**src/rtl/ysyx_22040895_wb_arbiter.sv**
```systemverilog
// Write-back arbiter for the integer register file's single write port.
// EXU and LSU write requests each land in a one-entry buffer. A round-robin
// grant (with age ordering for same-register writes) moves one entry per
// cycle into a registered write stage. Read-after-write hazards are reported
// combinationally for the two decode read ports.
module ysyx_22040895_wb_arbiter #(
  parameter int DATA_W = 64,
  parameter int ADDR_W = 5
) (
  input  logic              clk,
  input  logic              rst,
  input  logic              exu_valid_i,
  output logic              exu_ready_o,
  input  logic [ADDR_W-1:0] exu_waddr_i,
  input  logic [DATA_W-1:0] exu_wdata_i,
  input  logic              lsu_valid_i,
  output logic              lsu_ready_o,
  input  logic [ADDR_W-1:0] lsu_waddr_i,
  input  logic [DATA_W-1:0] lsu_wdata_i,
  output logic              we_o,
  output logic [ADDR_W-1:0] waddr_o,
  output logic [DATA_W-1:0] wdata_o,
  input  logic [ADDR_W-1:0] raddr1_i,
  input  logic [ADDR_W-1:0] raddr2_i,
  output logic              hazard1_o,
  output logic              hazard2_o,
  output logic [1:0]        pending_o
);

  // Identifies which source won the most recent contested grant.
  typedef enum logic {
    SRC_EXU = 1'b0,
    SRC_LSU = 1'b1
  } src_e;

  logic              exu_buf_valid;
  logic [ADDR_W-1:0] exu_buf_addr;
  logic [DATA_W-1:0] exu_buf_data;
  logic              lsu_buf_valid;
  logic [ADDR_W-1:0] lsu_buf_addr;
  logic [DATA_W-1:0] lsu_buf_data;
  logic              lsu_older;   // meaningful only while both buffers are valid
  src_e              rr_last;

  logic grant_exu;
  logic grant_lsu;
  logic contested;
  logic exu_fire;
  logic lsu_fire;
  logic exu_load;
  logic lsu_load;

  assign contested = exu_buf_valid & lsu_buf_valid;

  // Grant selection: lone entry wins; same register goes oldest first;
  // otherwise alternate against the last contested winner.
  always_comb begin
    // NOTE: every output of this block is given a default first, so no path
    // leaves a signal unassigned and no latch is inferred.
    grant_exu = 1'b0;
    grant_lsu = 1'b0;
    if (contested) begin
      if (exu_buf_addr == lsu_buf_addr) begin
        if (lsu_older) grant_lsu = 1'b1;
        else           grant_exu = 1'b1;
      end else if (rr_last == SRC_LSU) begin
        grant_exu = 1'b1;
      end else begin
        grant_lsu = 1'b1;
      end
    end else if (exu_buf_valid) begin
      grant_exu = 1'b1;
    end else if (lsu_buf_valid) begin
      grant_lsu = 1'b1;
    end
  end

  // Ready depends only on buffer state and grant, never on the valid inputs.
  assign exu_ready_o = ~exu_buf_valid | grant_exu;
  assign lsu_ready_o = ~lsu_buf_valid | grant_lsu;

  assign exu_fire = exu_valid_i & exu_ready_o;
  assign lsu_fire = lsu_valid_i & lsu_ready_o;

  // Writes to x0 are accepted but never buffered.
  assign exu_load = exu_fire & (exu_waddr_i != '0);
  assign lsu_load = lsu_fire & (lsu_waddr_i != '0);

  // Buffer occupancy, relative age and round-robin pointer.
  always_ff @(posedge clk or negedge rst) begin
    if (!rst) begin
      exu_buf_valid <= 1'b0;
      lsu_buf_valid <= 1'b0;
      lsu_older     <= 1'b0;
      rr_last       <= SRC_LSU;
    end else begin
      // NOTE: state registers use non-blocking assignments so every flop
      // samples the pre-edge values regardless of statement order.
      if (exu_load)       exu_buf_valid <= 1'b1;
      else if (grant_exu) exu_buf_valid <= 1'b0;

      if (lsu_load)       lsu_buf_valid <= 1'b1;
      else if (grant_lsu) lsu_buf_valid <= 1'b0;

      // A fresh entry is younger than a resident one; on a simultaneous
      // load the LSU entry counts as older.
      if (exu_load)      lsu_older <= 1'b1;
      else if (lsu_load) lsu_older <= 1'b0;

      if (contested) rr_last <= grant_lsu ? SRC_LSU : SRC_EXU;
    end
  end

  // Buffer payload, captured on an accepted nonzero-address request.
  always_ff @(posedge clk) begin
    // NOTE: payload registers carry no reset; their contents are only ever
    // observed while the matching valid bit (which is reset) is set.
    if (exu_load) begin
      exu_buf_addr <= exu_waddr_i;
      exu_buf_data <= exu_wdata_i;
    end
    if (lsu_load) begin
      lsu_buf_addr <= lsu_waddr_i;
      lsu_buf_data <= lsu_wdata_i;
    end
  end

  // Registered write stage; address and data hold when no grant occurs.
  always_ff @(posedge clk or negedge rst) begin
    if (!rst) begin
      we_o    <= 1'b0;
      waddr_o <= '0;
      wdata_o <= '0;
    end else begin
      we_o <= grant_exu | grant_lsu;
      if (grant_exu) begin
        waddr_o <= exu_buf_addr;
        wdata_o <= exu_buf_data;
      end else if (grant_lsu) begin
        waddr_o <= lsu_buf_addr;
        wdata_o <= lsu_buf_data;
      end
    end
  end

  // A read of a nonzero register conflicts with any write still in flight.
  assign hazard1_o = (raddr1_i != '0) &
                     ((exu_buf_valid & (exu_buf_addr == raddr1_i)) |
                      (lsu_buf_valid & (lsu_buf_addr == raddr1_i)) |
                      (we_o & (waddr_o == raddr1_i)));
  assign hazard2_o = (raddr2_i != '0) &
                     ((exu_buf_valid & (exu_buf_addr == raddr2_i)) |
                      (lsu_buf_valid & (lsu_buf_addr == raddr2_i)) |
                      (we_o & (waddr_o == raddr2_i)));

  assign pending_o = 2'(exu_buf_valid) + 2'(lsu_buf_valid) + 2'(we_o);

endmodule

```
**config.mk**
```make
export PLATFORM = sky130hd
export DESIGN_NAME = ysyx_22040895_wb_arbiter
export DESIGN_NICKNAME = d
export VERILOG_FILES = /design/src/rtl/ysyx_22040895_wb_arbiter.sv
export SDC_FILE = /design/constraint.sdc
export NUM_CORES = 1
export LEC_CHECK = 0
export BUFFER_PORTS_ARGS = -buffer_cell sky130_fd_sc_hd__buf_2
export CORE_MARGIN = 3
export CORE_UTILIZATION = 54
export CTS_CLUSTER_DIAMETER = 200
export DETAILED_ROUTE_END_ITERATION = 12
export PLACE_DENSITY_LB_ADDON = 0.08
export SLEW_MARGIN = 20
export SYNTH_ARGS = -nofsm -noshare
export SYNTH_HDL_FRONTEND = slang
export SYNTH_SLANG_ARGS = --single-unit
```
**constraint.sdc**
```tcl
create_clock -name clk -period 14 [get_ports clk]
set_clock_uncertainty 0.05 [all_clocks]
set_input_delay 4.2 -clock clk [delete_from_list [all_inputs] [get_ports clk]]
set_output_delay 4.2 -clock clk [all_outputs]
set_load 0.005 [all_outputs]
```
==> run summary <==
port bufs = 227
# hold bufs at CTS = 0
Netlist Area Pre-Place = 8470 sq um
Static Leak = 4.35 nW
CP startpoint kind = input pin
Layout area overhead = 22.6%
peak fanout along the critical path = 4
Initial Util = 0.555
run status = finished, final reports clean
setup tns final = 0 ns
final setup vio count = 0
largest net degree at the start of global routing = 82
Core Rows = 45
CP Cell Sequence = buf_2 -> xor2_1 -> nor4_1 -> and3_1 -> a31oi_1 -> a21oi_1 -> buf_2
Yosys warnings = 0
total core area = 15,300 sq um
worst slew pin tran = 1.11 ns
initial antenna violation count = 4
Clock Latency Late Sink = 0.48 ns
post-route ant nets = 0
post-cts sizing count = 0
fin crit share = 0.683
clk sinks = 212
post-CTS setup buffer count = 0
critical path class = in2out
grt ovf = 0
Worst Setup SP = raddr1_i[1]
sequential fraction of the synthesis area = 0.708
Pre-Repair DR Iteration Count = 5
crit path buf inv count = 2
Slowest-stage cell, CP = nor4_1
DP Wirelength = 11,500 microns
Multi-input gate area = 2240 sq um
register area = 6000 sq um
DIE WIDTH = 131 microns
Post-synth EDFFs = 138
Top delay family on crit path = simple AND/OR/NAND/NOR gates
clock-pin slew on the worst setup and hold paths = 0.06 ns
Max Freq = 0.105 GHz
Tmin final = 9.56 ns
min-delay src = exu_buf_data[45]$_DFFE_PP_
CTS tree = yes
RSZ-0062 raised after global routing = no
Hold WS = 0.437 ns
HP Class = reg2reg
headroom to the max-slew limit = 0.257
layout cells sized above 1 = 0.450
Yosys cell types = 40
Residual DRC = 0
Max H-tree Level = 1
Nets = 915
# diodes = 0
Slew Viols, Final = 0
vias in the first global route = 5,454
Post-synth ARST share = 0.349
filler instances = 1,115
Data required, critical path = 9.75 ns
CP Data Arrival Time = 5.31 ns
max-cap violation count = 0
Total GRT Usage = 0.204
VDD IR max = 0.134 mV
pwr dens = 194 nW/um^2
DRT iter0 DRCs = 307
CP most frequent cell = buf_2
CTS root buf = clkbuf_16
# IOs = 228
Hold Vio Cnt, Final = 0
via count = 5,060
GP Congestion = 0.838
Syn Nets = 684
Inserted Clock Buffers = 22
Die Area = 17,200 sq um
DR vias/cell = 5.13
Cells after Synth = 531
slowest cell delay on critical path = 0.26 ns
global-route wire length before repair = 28,200 microns
Top FF cell, synth = edfxtp_1
flops & latches, synth = 212
Longest Clk Path Bufs = 3
Critical Path End Type = output port
Critical R2R Launch = exu_buf_addr[0]$_DFFE_PP_
WL per Instance = 17.9 microns
Die Y = 131 microns
Post-Route WL = 17,700 microns
Avg Cell Area, Syn = 16.0 sq um
## logic make-up after synthesis
logic type / share of synthesized area
AOI/OAI and AO/OA: 0.0887
xor gates and xnor gates: 0.0362
adders and majority gates: 0.00236
buffers and inverters: 0.0307
DFF: 0.708
muxes: 0.0803
and+or+nand+nor: 0.0539
## registers in the layout (all words and copies together) (netlist names)
signal,flops
lsu_older,1
lsu_buf_addr,5
exu_buf_valid,1
lsu_buf_data,64
rr_last,1
we_o,1
lsu_buf_valid,1
wdata_o,64
exu_buf_data,64
exu_buf_addr,5
waddr_o,5
## tightest hold or removal path: stages (launching register included)
cell      delay [ns]
edfxtp_1        0.32
nor2_1          0.05
a21oi_2         0.09
## layout by cell type (no fill, tap or decap), types with 2 or more instances in the layout
| master | instances |
|---|---|
| a21oi_2 | 61 |
| xnor2_1 | 8 |
| a31oi_1 | 2 |
| nand3_1 | 3 |
| dfrtp_1 | 72 |
| or4_1 | 4 |
| clkbuf_16 | 23 |
| a21oi_1 | 9 |
| o211ai_1 | 2 |
| o21ai_0 | 5 |
| buf_4 | 5 |
| clkinv_1 | 2 |
| inv_1 | 2 |
| mux2i_1 | 68 |
| clkbuf_8 | 2 |
| clkinv_2 | 3 |
| a21oi_4 | 2 |
| nand2_1 | 4 |
| clkbuf_1 | 6 |
| o22ai_1 | 2 |
| buf_2 | 226 |
| edfxtp_1 | 138 |
| and3_1 | 2 |
| xor2_1 | 27 |
| nor2_2 | 19 |
| nor2_1 | 54 |
| nor4_1 | 6 |
## final cells by class
type | count | share of cell area
sequential | 212 | 0.578
tap | 211 | 0.0254
inverter | 2 | 0.000723
timing repair buffer | 232 | 0.114
multi-input combinational | 292 | 0.216
clock inverter | 7 | 0.00663
clock buffer | 31 | 0.0602
## where the power goes
part	switching, W	leakage, nW	internal, W
combinational	0.000292	1.85	0.000231
clock	0.000224	0.341	0.000330
sequential	0.0000988	2.16	0.000841
total	0.000615	4.35	0.00140
## per-stage QoR
step                      utilization  cell area, sq um  cells  total power [W]  setup WS (ns)
after floorplan                     -              8470    531          0.00131           4.79
after global placement          0.635              9690    949          0.00146           4.53
after detailed placement        0.635              9690    949          0.00148           4.45
after CTS                       0.680             10400    987          0.00204           4.44
after global routing            0.681             10400    987          0.00213           4.33
final                           0.681             10400    987          0.00202           4.44
## synth_stat cells, drive strengths merged, types with 2 or more instances
master    n  share of area
buf      17          0.026
nor4      6         0.0044
dfrtp    73           0.22
inv       2        0.00089
nand3     3         0.0018
a31oi     2         0.0015
xnor2     8         0.0083
clkbuf    8         0.0035
o21ai     5         0.0030
o22ai     2         0.0015
nand2     4         0.0018
xor2     27          0.028
o211ai    2         0.0018
a21oi    72          0.070
or4       4         0.0035
mux2i    68          0.080
and3      2         0.0015
nor2     73          0.038
edfxtp  138           0.49
## metal layers
layer,track usage,up-vias,share of wire
li1,-,2401,-
met1,0.249,2438,0.39
met2,0.355,168,0.51
met3,0.0544,45,0.074
met4,0.0659,8,0.025
met5,0,-,0.0024
## worst paths after layout
kind	cells past startpoint	slack (ns)	endpoint
max	7	4.44	hazard1_o
min	2	0.44	wdata_o[45]$_DFFE_PN0P_
max reg2reg	5	10.58	lsu_buf_data[37]$_DFFE_PP_
min reg2reg	2	0.44	wdata_o[45]$_DFFE_PN0P_
max in group asynchronous	1	9.65	lsu_buf_valid$_DFFE_PN0P_
min in group asynchronous	1	3.70	wdata_o[12]$_DFFE_PN0P_
Note: power is estimated with default switching activity, not from simulation.
